[src/rtl/stream_demux_1to4.sv]
// stream_demux_1to4
// Registered 1-to-4 stream demultiplexer with a valid/ready handshake.
// Each accepted word carries a 3-bit select code. Codes 0..3 route the word
// to the matching output channel through a single-entry holding register.
// Codes 4..7 are accepted and dropped. Each dropped word raises a one-cycle
// pulse and increments a saturating counter.
module stream_demux_1to4 #(
  parameter int DATA_W = 8,
  parameter int DROP_W = 8
) (
  input  logic              clk,
  input  logic              rst_n,
  input  logic [DATA_W-1:0] in_data,
  input  logic [2:0]        in_sel,
  input  logic              in_valid,
  output logic              in_ready,
  output logic [DATA_W-1:0] out_data,
  output logic [3:0]        out_valid,
  input  logic [3:0]        out_ready,
  output logic              drop_pulse,
  output logic [DROP_W-1:0] drop_cnt
);

  typedef enum logic {
    EMPTY = 1'b0,
    FULL  = 1'b1
  } state_t;

  state_t              state_q, state_d;
  logic [DATA_W-1:0]   data_q, data_d;
  logic [3:0]          valid_q, valid_d;
  logic                drop_pulse_q, drop_pulse_d;
  logic [DROP_W-1:0]   drop_cnt_q, drop_cnt_d;

  logic                out_fire;
  logic                accept;
  logic                sel_invalid;

  // Handshake terms.
  // in_ready depends only on the state and the consumer readies.
  // It never depends on in_valid.
  always_comb begin
    out_fire    = |(valid_q & out_ready);
    in_ready    = (state_q == EMPTY) | out_fire;
    accept      = in_valid & in_ready;
    sel_invalid = in_sel[2];
  end

  // Next-state logic: drain on fire, then load or drop on accept.
  always_comb begin
    state_d      = state_q;
    data_d       = data_q;
    valid_d      = valid_q;
    drop_pulse_d = 1'b0;
    drop_cnt_d   = drop_cnt_q;

    // A fire frees the slot.
    // A valid accept in the same cycle refills the slot below.
    if (out_fire) begin
      state_d = EMPTY;
      valid_d = 4'b0000;
    end

    if (accept) begin
      if (sel_invalid) begin
        // Dropped word: leave the holding register untouched.
        drop_pulse_d = 1'b1;
        if (drop_cnt_q != {DROP_W{1'b1}}) begin
          drop_cnt_d = drop_cnt_q + DROP_W'(1);
        end
      end else begin
        state_d = FULL;
        data_d  = in_data;
        valid_d = 4'b0001 << in_sel[1:0];
      end
    end
  end

  // State and output registers.
  // An asynchronous reset discards any held word.
  always_ff @(posedge clk or negedge rst_n) begin
    if (!rst_n) begin
      state_q      <= EMPTY;
      data_q       <= '0;
      valid_q      <= 4'b0000;
      drop_pulse_q <= 1'b0;
      drop_cnt_q   <= '0;
    end else begin
      state_q      <= state_d;
      data_q       <= data_d;
      valid_q      <= valid_d;
      drop_pulse_q <= drop_pulse_d;
      drop_cnt_q   <= drop_cnt_d;
    end
  end

  // Drive the outputs directly from the registers.
  always_comb begin
    out_data   = data_q;
    out_valid  = valid_q;
    drop_pulse = drop_pulse_q;
    drop_cnt   = drop_cnt_q;
  end

endmodule
[config.mk]
export PLATFORM = sky130hd
export DESIGN_NAME = stream_demux_1to4
export DESIGN_NICKNAME = d
export VERILOG_FILES = /design/src/rtl/stream_demux_1to4.sv
export SDC_FILE = /design/constraint.sdc
export NUM_CORES = 1
export LEC_CHECK = 0
export CELL_PAD_IN_SITES_DETAIL_PLACEMENT = 1
export CELL_PAD_IN_SITES_GLOBAL_PLACEMENT = 2
export CORE_MARGIN = 2
export CORE_UTILIZATION = 29
export DETAILED_ROUTE_END_ITERATION = 8
export PLACE_DENSITY_LB_ADDON = 0.1
export SYNTH_ARGS = -nofsm -noshare
export SYNTH_HDL_FRONTEND = slang
export SYNTH_SLANG_ARGS = --single-unit
[constraint.sdc]
create_clock -name clk -period 4.13 [get_ports clk]
set_input_delay 0.826 -clock clk [delete_from_list [all_inputs] [get_ports clk]]
set_output_delay 0.826 -clock clk [all_outputs]
set_load 0.01 [all_outputs]
== After elaboration in Yosys (flattened, before gate mapping) ==
Index checks and enable logic that the tools add are counted.

* Logic and storage cells: 24
* Bits in read-only memories: 0
* Register bits after elaboration: 22
* Input bits: 18
* Memory bits (writable): 0
* Output and inout bits: 22
* Latch bits: 0
* Memories: 0

* Mux-type cells: 8
* Multipliers: 0
* Add/sub/neg operators: 1
* Shift-type cells: 1
* Eq/ne operators: 1
* Div/mod/pow operators: 0
* $lt $le $gt $ge: 0
* Reductions and logical operators: 3
* Bitwise gates (word level): 5

{| class="wikitable"
|+ Operator list
! cell !! count
|-
| $mux 4 || 3
|-
| $add 8x1->8 const B || 1
|-
| $ne 8x8->1 const B || 1
|-
| $mux 1 || 5
|-
| $and 4x4->4 || 1
|-
| $reduce_or 4->1 || 1
|-
| $shl 1x2->4 const A || 1
|-
| $reduce_and 3->1 || 1
|-
| $not 1->1 || 2
|-
| $reduce_and 2->1 || 1
|-
| $and 1x1->1 || 1
|-
| $or 1x1->1 || 1
|}

== Longest topological paths before layout ==
* Depth after elaboration: 5
* Depth in mapped cells: 6
* Mapped depth without buffers: 5

== Worst setup path after synthesis ==
OpenSTA, ideal clock, no wires.

* Path type: in2reg
* Start point: in out_ready[2]
* End point: reg data_q[0] (netlist: out_data[0])
* Stages: 6
* Arrival time: 1.883 ns
* Data required time: 4.005 ns
* Path slack: 2.121 ns
* Library setup time: 0.125 ns
* Path buffers: 2
* Cell sequence: a22oi_2 nand3_2 and3b_1 buf_6 buf_12 mux2_4

* Longest elaborated chain between the ends: 5

{| class="wikitable"
|+ Ends and longest elaborated chain
! what !! line !! source
|-
| start, declared || 19 || <nowiki>input logic [3:0] out_ready,</nowiki>
|-
| $and 4x4->4 || 43 || <nowiki>out_fire = |(valid_q & out_ready);</nowiki>
|-
| $reduce_or 4->1 || 43 ||
|-
| $or 1x1->1 || 44 || <nowiki>in_ready = (state_q == EMPTY) | out_fire;</nowiki>
|-
| via in_ready || 16 || <nowiki>output logic in_ready,</nowiki>
|-
| $and 1x1->1 || 45 || <nowiki>accept = in_valid & in_ready;</nowiki>
|-
| $reduce_and 2->1 (no source line) || n/a ||
|-
| end signal, assigned || 90 || <nowiki>data_q <= data_d;</nowiki>
|-
| end, declared || 30 || <nowiki>logic [DATA_W-1:0] data_q, data_d;</nowiki>
|}

The timed path passes the listed nets, and every way through them passes these cells.
A chain may end at the register's enable or synchronous reset.

== Worst setup path after layout ==
* Start point: in out_ready[0]
* End point: out in_ready

* Longest elaborated chain between the ends: 3

{| class="wikitable"
|+ Ends and longest elaborated chain
! what !! line
|-
| $and 4x4->4 || 43
|-
| $reduce_or 4->1 || 43
|-
| $or 1x1->1 || 44
|-
| end, declared || 16
|}

Every way passes these cells.

==> results.py <==
metrics = {
    "global_routing": {
        "antenna_found_initial": 0,
        "grt-ovfl-total": 0,
        "grt_max_degree": 23,
        "grt_pass1_vias": 866,
        "track_usage_pct": 13.2,
        "grt_pass1_wl_mm": 4.21,
    },
    "placement": {
        "place_congestion": 0.688,
        "dp.cells": 163,
        "dp_hpwl_mm": 1.72,
        "port_buffers": 39,
        "pre_cts_ws_ns": 1.22,
    },
    "yosys": {
        "syn-num-nets": 99,
        "synth-async-reset-ratio_pct": 100,
        "ys_ff_latch": 22,
        "synth_area_sq_mm": 0.00103,
        "ys_seq_area_share_pct": 53.7,
        "synth_cell_types": 25,
        "yosys-top-cells-count": "dfrtp_1 (22), nand2_1 (8), mux2_4 (5), mux2i_1 (5), nand3_1 (5)",
        "netlist_instances": 80,
        "synth_area_leaders": "dfrtp_1 (54%), mux2_4 (7.3%), mux2i_1 (4.9%)",
        "synth.avg_cell_area_sq_um": 12.8,
        "synth_top_area_share_pct": 53.7,
        "yosysMostFrequentCell": "dfrtp_1",
        "ys_dominant_reg_cell": "dfrtp_1",
        "synth_edf_count": 0,
        "yosys_warnings": 0,
        "synth_top_cell_by_area": "dfrtp_1",
    },
    "pwr": {
        "power.internal_w": 0.000598,
        "peakVddDrop_mv": 0.268,
        "combPwrFrac_pct": 47.2,
        "power.net_switching_w": 0.000292,
        "p_leak_nw": 0.618,
        "clockPowerShare_pct": 10.8,
        "pwr-share-seq_pct": 42.0,
        "powerDensity_mw_per_mm2": 607,
        "swShare_pct": 32.8,
    },
    "worst_setup_path": {
        "cp.arrival_ns": 2.07,
        "worst_setup_path_end_kind": "primary output",
        "critPathKind": "input port to primary output",
        "crit_top_cell": "clkdlybuf4s50_1",
        "cp_slowest_cell": "clkdlybuf4s50_1",
        "cpPeakStageDelay_ns": 0.49,
        "path_max_fanout": 3,
        "cp-start-kind": "input port",
        "crit_chain": "clkdlybuf4s50_1, a22oi_2, nand3_2, clkdlybuf4s50_1",
        "cp.required_ns": 3.30,
    },
    "cells_and_area": {
        "final_layout_size_suffix_gt1_share_pct": 15.8,
        "n_fill_cell": 381,
        "n_antenna_cell": 0,
        "stdcell_count": 166,
        "area_delta_synth_final_pct": 42.8,
        "nNetsFinal": 141,
    },
    "timing": {
        "slew_headroom_pct": 31.9,
        "fmax_ghz": 0.345,
        "finalSetupViolCount": 0,
        "skew_ns": 0.00381,
        "hold_ws_ns": 0.524,
        "period_minus_slack_ns": 2.90,
        "worst_pin_slew_ns": 1.02,
        "fin_crit_sh_pct": 70.1,
        "fin_tns_setup_ns": 0,
        "slew_viol_final": 0,
        "worst_slack_ns": 1.23,
        "grt_setup_unrepaired": "false",
        "final-hold-violation-count": 0,
    },
    "status": {
        "status": "finished clean",
    },
    "die": {
        "die_y_microns": 63.5,
        "num_rows": 21,
        "core_sq_mm": 0.00336,
        "start_util_pct": 30.5,
        "die_w_microns": 63.5,
        "die_area_sq_mm": 0.00403,
        "pin_count": 40,
    },
    "route": {
        "wl_per_cell_microns": 14.4,
        "viasPerCell": 4.66,
        "drtAntennaViolNets": 0,
        "via_count": 773,
        "drt_iter0_markers": 18,
        "drt-total-wl_mm": 2.38,
        "post-route-drc-count": 0,
        "drt-pass1-iter-count": 4,
    },
    "clock_network": {
        "clockRootBuffer": "clkbuf_4",
        "cts_resized": 0,
        "clk_pin_slew_ns": 0.12,
        "cts_sinks": 22,
        "holdBufCountCts": 0,
        "cts-htree-levels": 1,
        "cts_buffers": 3,
        "clk_latency_ns": 0.30,
        "ctsLongestPathBuffers": 2,
        "post_cts_buffers": 0,
        "cts_tree": "done",
    },
    "run": {
        "cap_violations": 0,
    },
    "hold_path": {
        "hp-class": "flip-flop to flip-flop",
    },
}
[through the flow]
step                cell area [sq um]  util, %  power, W
finish                           1470     43.6  0.000890
global route                     1470     43.6  0.000957
CTS                              1470     43.6  0.000909
detailed placement               1440     42.9  0.000803
global placement                 1440     42.9  0.000796
floorplan                        1030        -  0.000583
[worst max-delay path: cells and delay by family]
family | cells | cell delay, ns
buffers and inverters | 2 | 0.91
AOI/OAI and AO/OA | 1 | 0.23
and+or+nand+nor | 1 | 0.11
[final cells by class]
type	count	area [sq um]	area share, %
clock buffer	3	22.5	1.54
inverter	1	3.75	0.256
multi-input combinational	55	440	30.1
sequential	22	551	37.6
tap	46	57.6	3.93
timing repair buffer	39	390	26.6
[placed cells by master (no fill, tap or decap)]
cell,count
and3b_1,1
mux2_2,4
ha_1,1
nand2b_1,2
clkdlybuf4s50_1,39
a31oi_2,1
xnor2_1,4
and4_1,1
a31oi_1,2
a21o_2,1
a21oi_1,2
nand3_2,1
nand4_1,2
clkbuf_4,3
a22oi_2,2
mux2_4,5
nor2_1,2
mux2i_1,5
inv_1,1
and2_2,1
nand3_1,5
dfrtp_1,22
or2_2,1
and3_1,4
nand2_1,8
[cells by family (layout without fill, tap and decap cells)]
group / after synthesis / in the layout / share of synthesized area [%]
AO/OA/AOI/OAI: 8 / 8 / 6.71
XOR/XNOR: 4 / 4 / 3.41
adder cells (fa/ha/maj): 1 / 1 / 1.22
buffers and inverters: 3 / 43 / 3.41
flip-flops: 22 / 22 / 53.7
multiplexers: 14 / 14 / 16.6
AND/OR/NAND/NOR: 28 / 28 / 15.0
[flip-flops by register name, summed over array words and instances (netlist names)]
name	flops
state_q	1
drop_pulse	1
out_valid	4
out_data	8
drop_cnt	8
[path summary, 6_finish.rpt]
| path | from | end | slack (ns) | cells past startpoint |
|---|---|---|---|---|
| worst max register to register | drop_cnt[0] | drop_cnt[1] | 2.34 | 5 |
| worst max-delay path | out_ready[0] | in_ready | 1.23 | 4 |
| worst min-delay path | out_data[4] | out_data[4] | 0.52 | 1 |
| min in group asynchronous | rst_n | out_valid[0] | 1.07 | 1 |
| worst min register to register | out_data[4] | out_data[4] | 0.52 | 1 |
| max in group asynchronous | rst_n | drop_cnt[3] | 2.45 | 1 |
[power by group through the flow]
stage | clock, W | sequential (W) | combinational (W)
after floorplan | 0 | 0.000404 | 0.000179
after global placement | 0 | 0.000374 | 0.000422
after CTS | 0.000106 | 0.000376 | 0.000428
after detailed placement | 0 | 0.000377 | 0.000426
final | 0.0000964 | 0.000373 | 0.000420
after global routing | 0.000114 | 0.000389 | 0.000454
[routing by layer]
layer / part of all wire (%) / global-route usage [%] / vias up / wire [microns]
met5: 0 / 0 / - / 0
met4: 0 / 2.45 / 0 / 0
met3: 5.9 / 4.29 / 0 / 141
met2: 47 / 22.1 / 26 / 1130
met1: 47 / 16.7 / 382 / 1120
li1: - / - / 365 / -
Power figures use the tool's default switching activity.
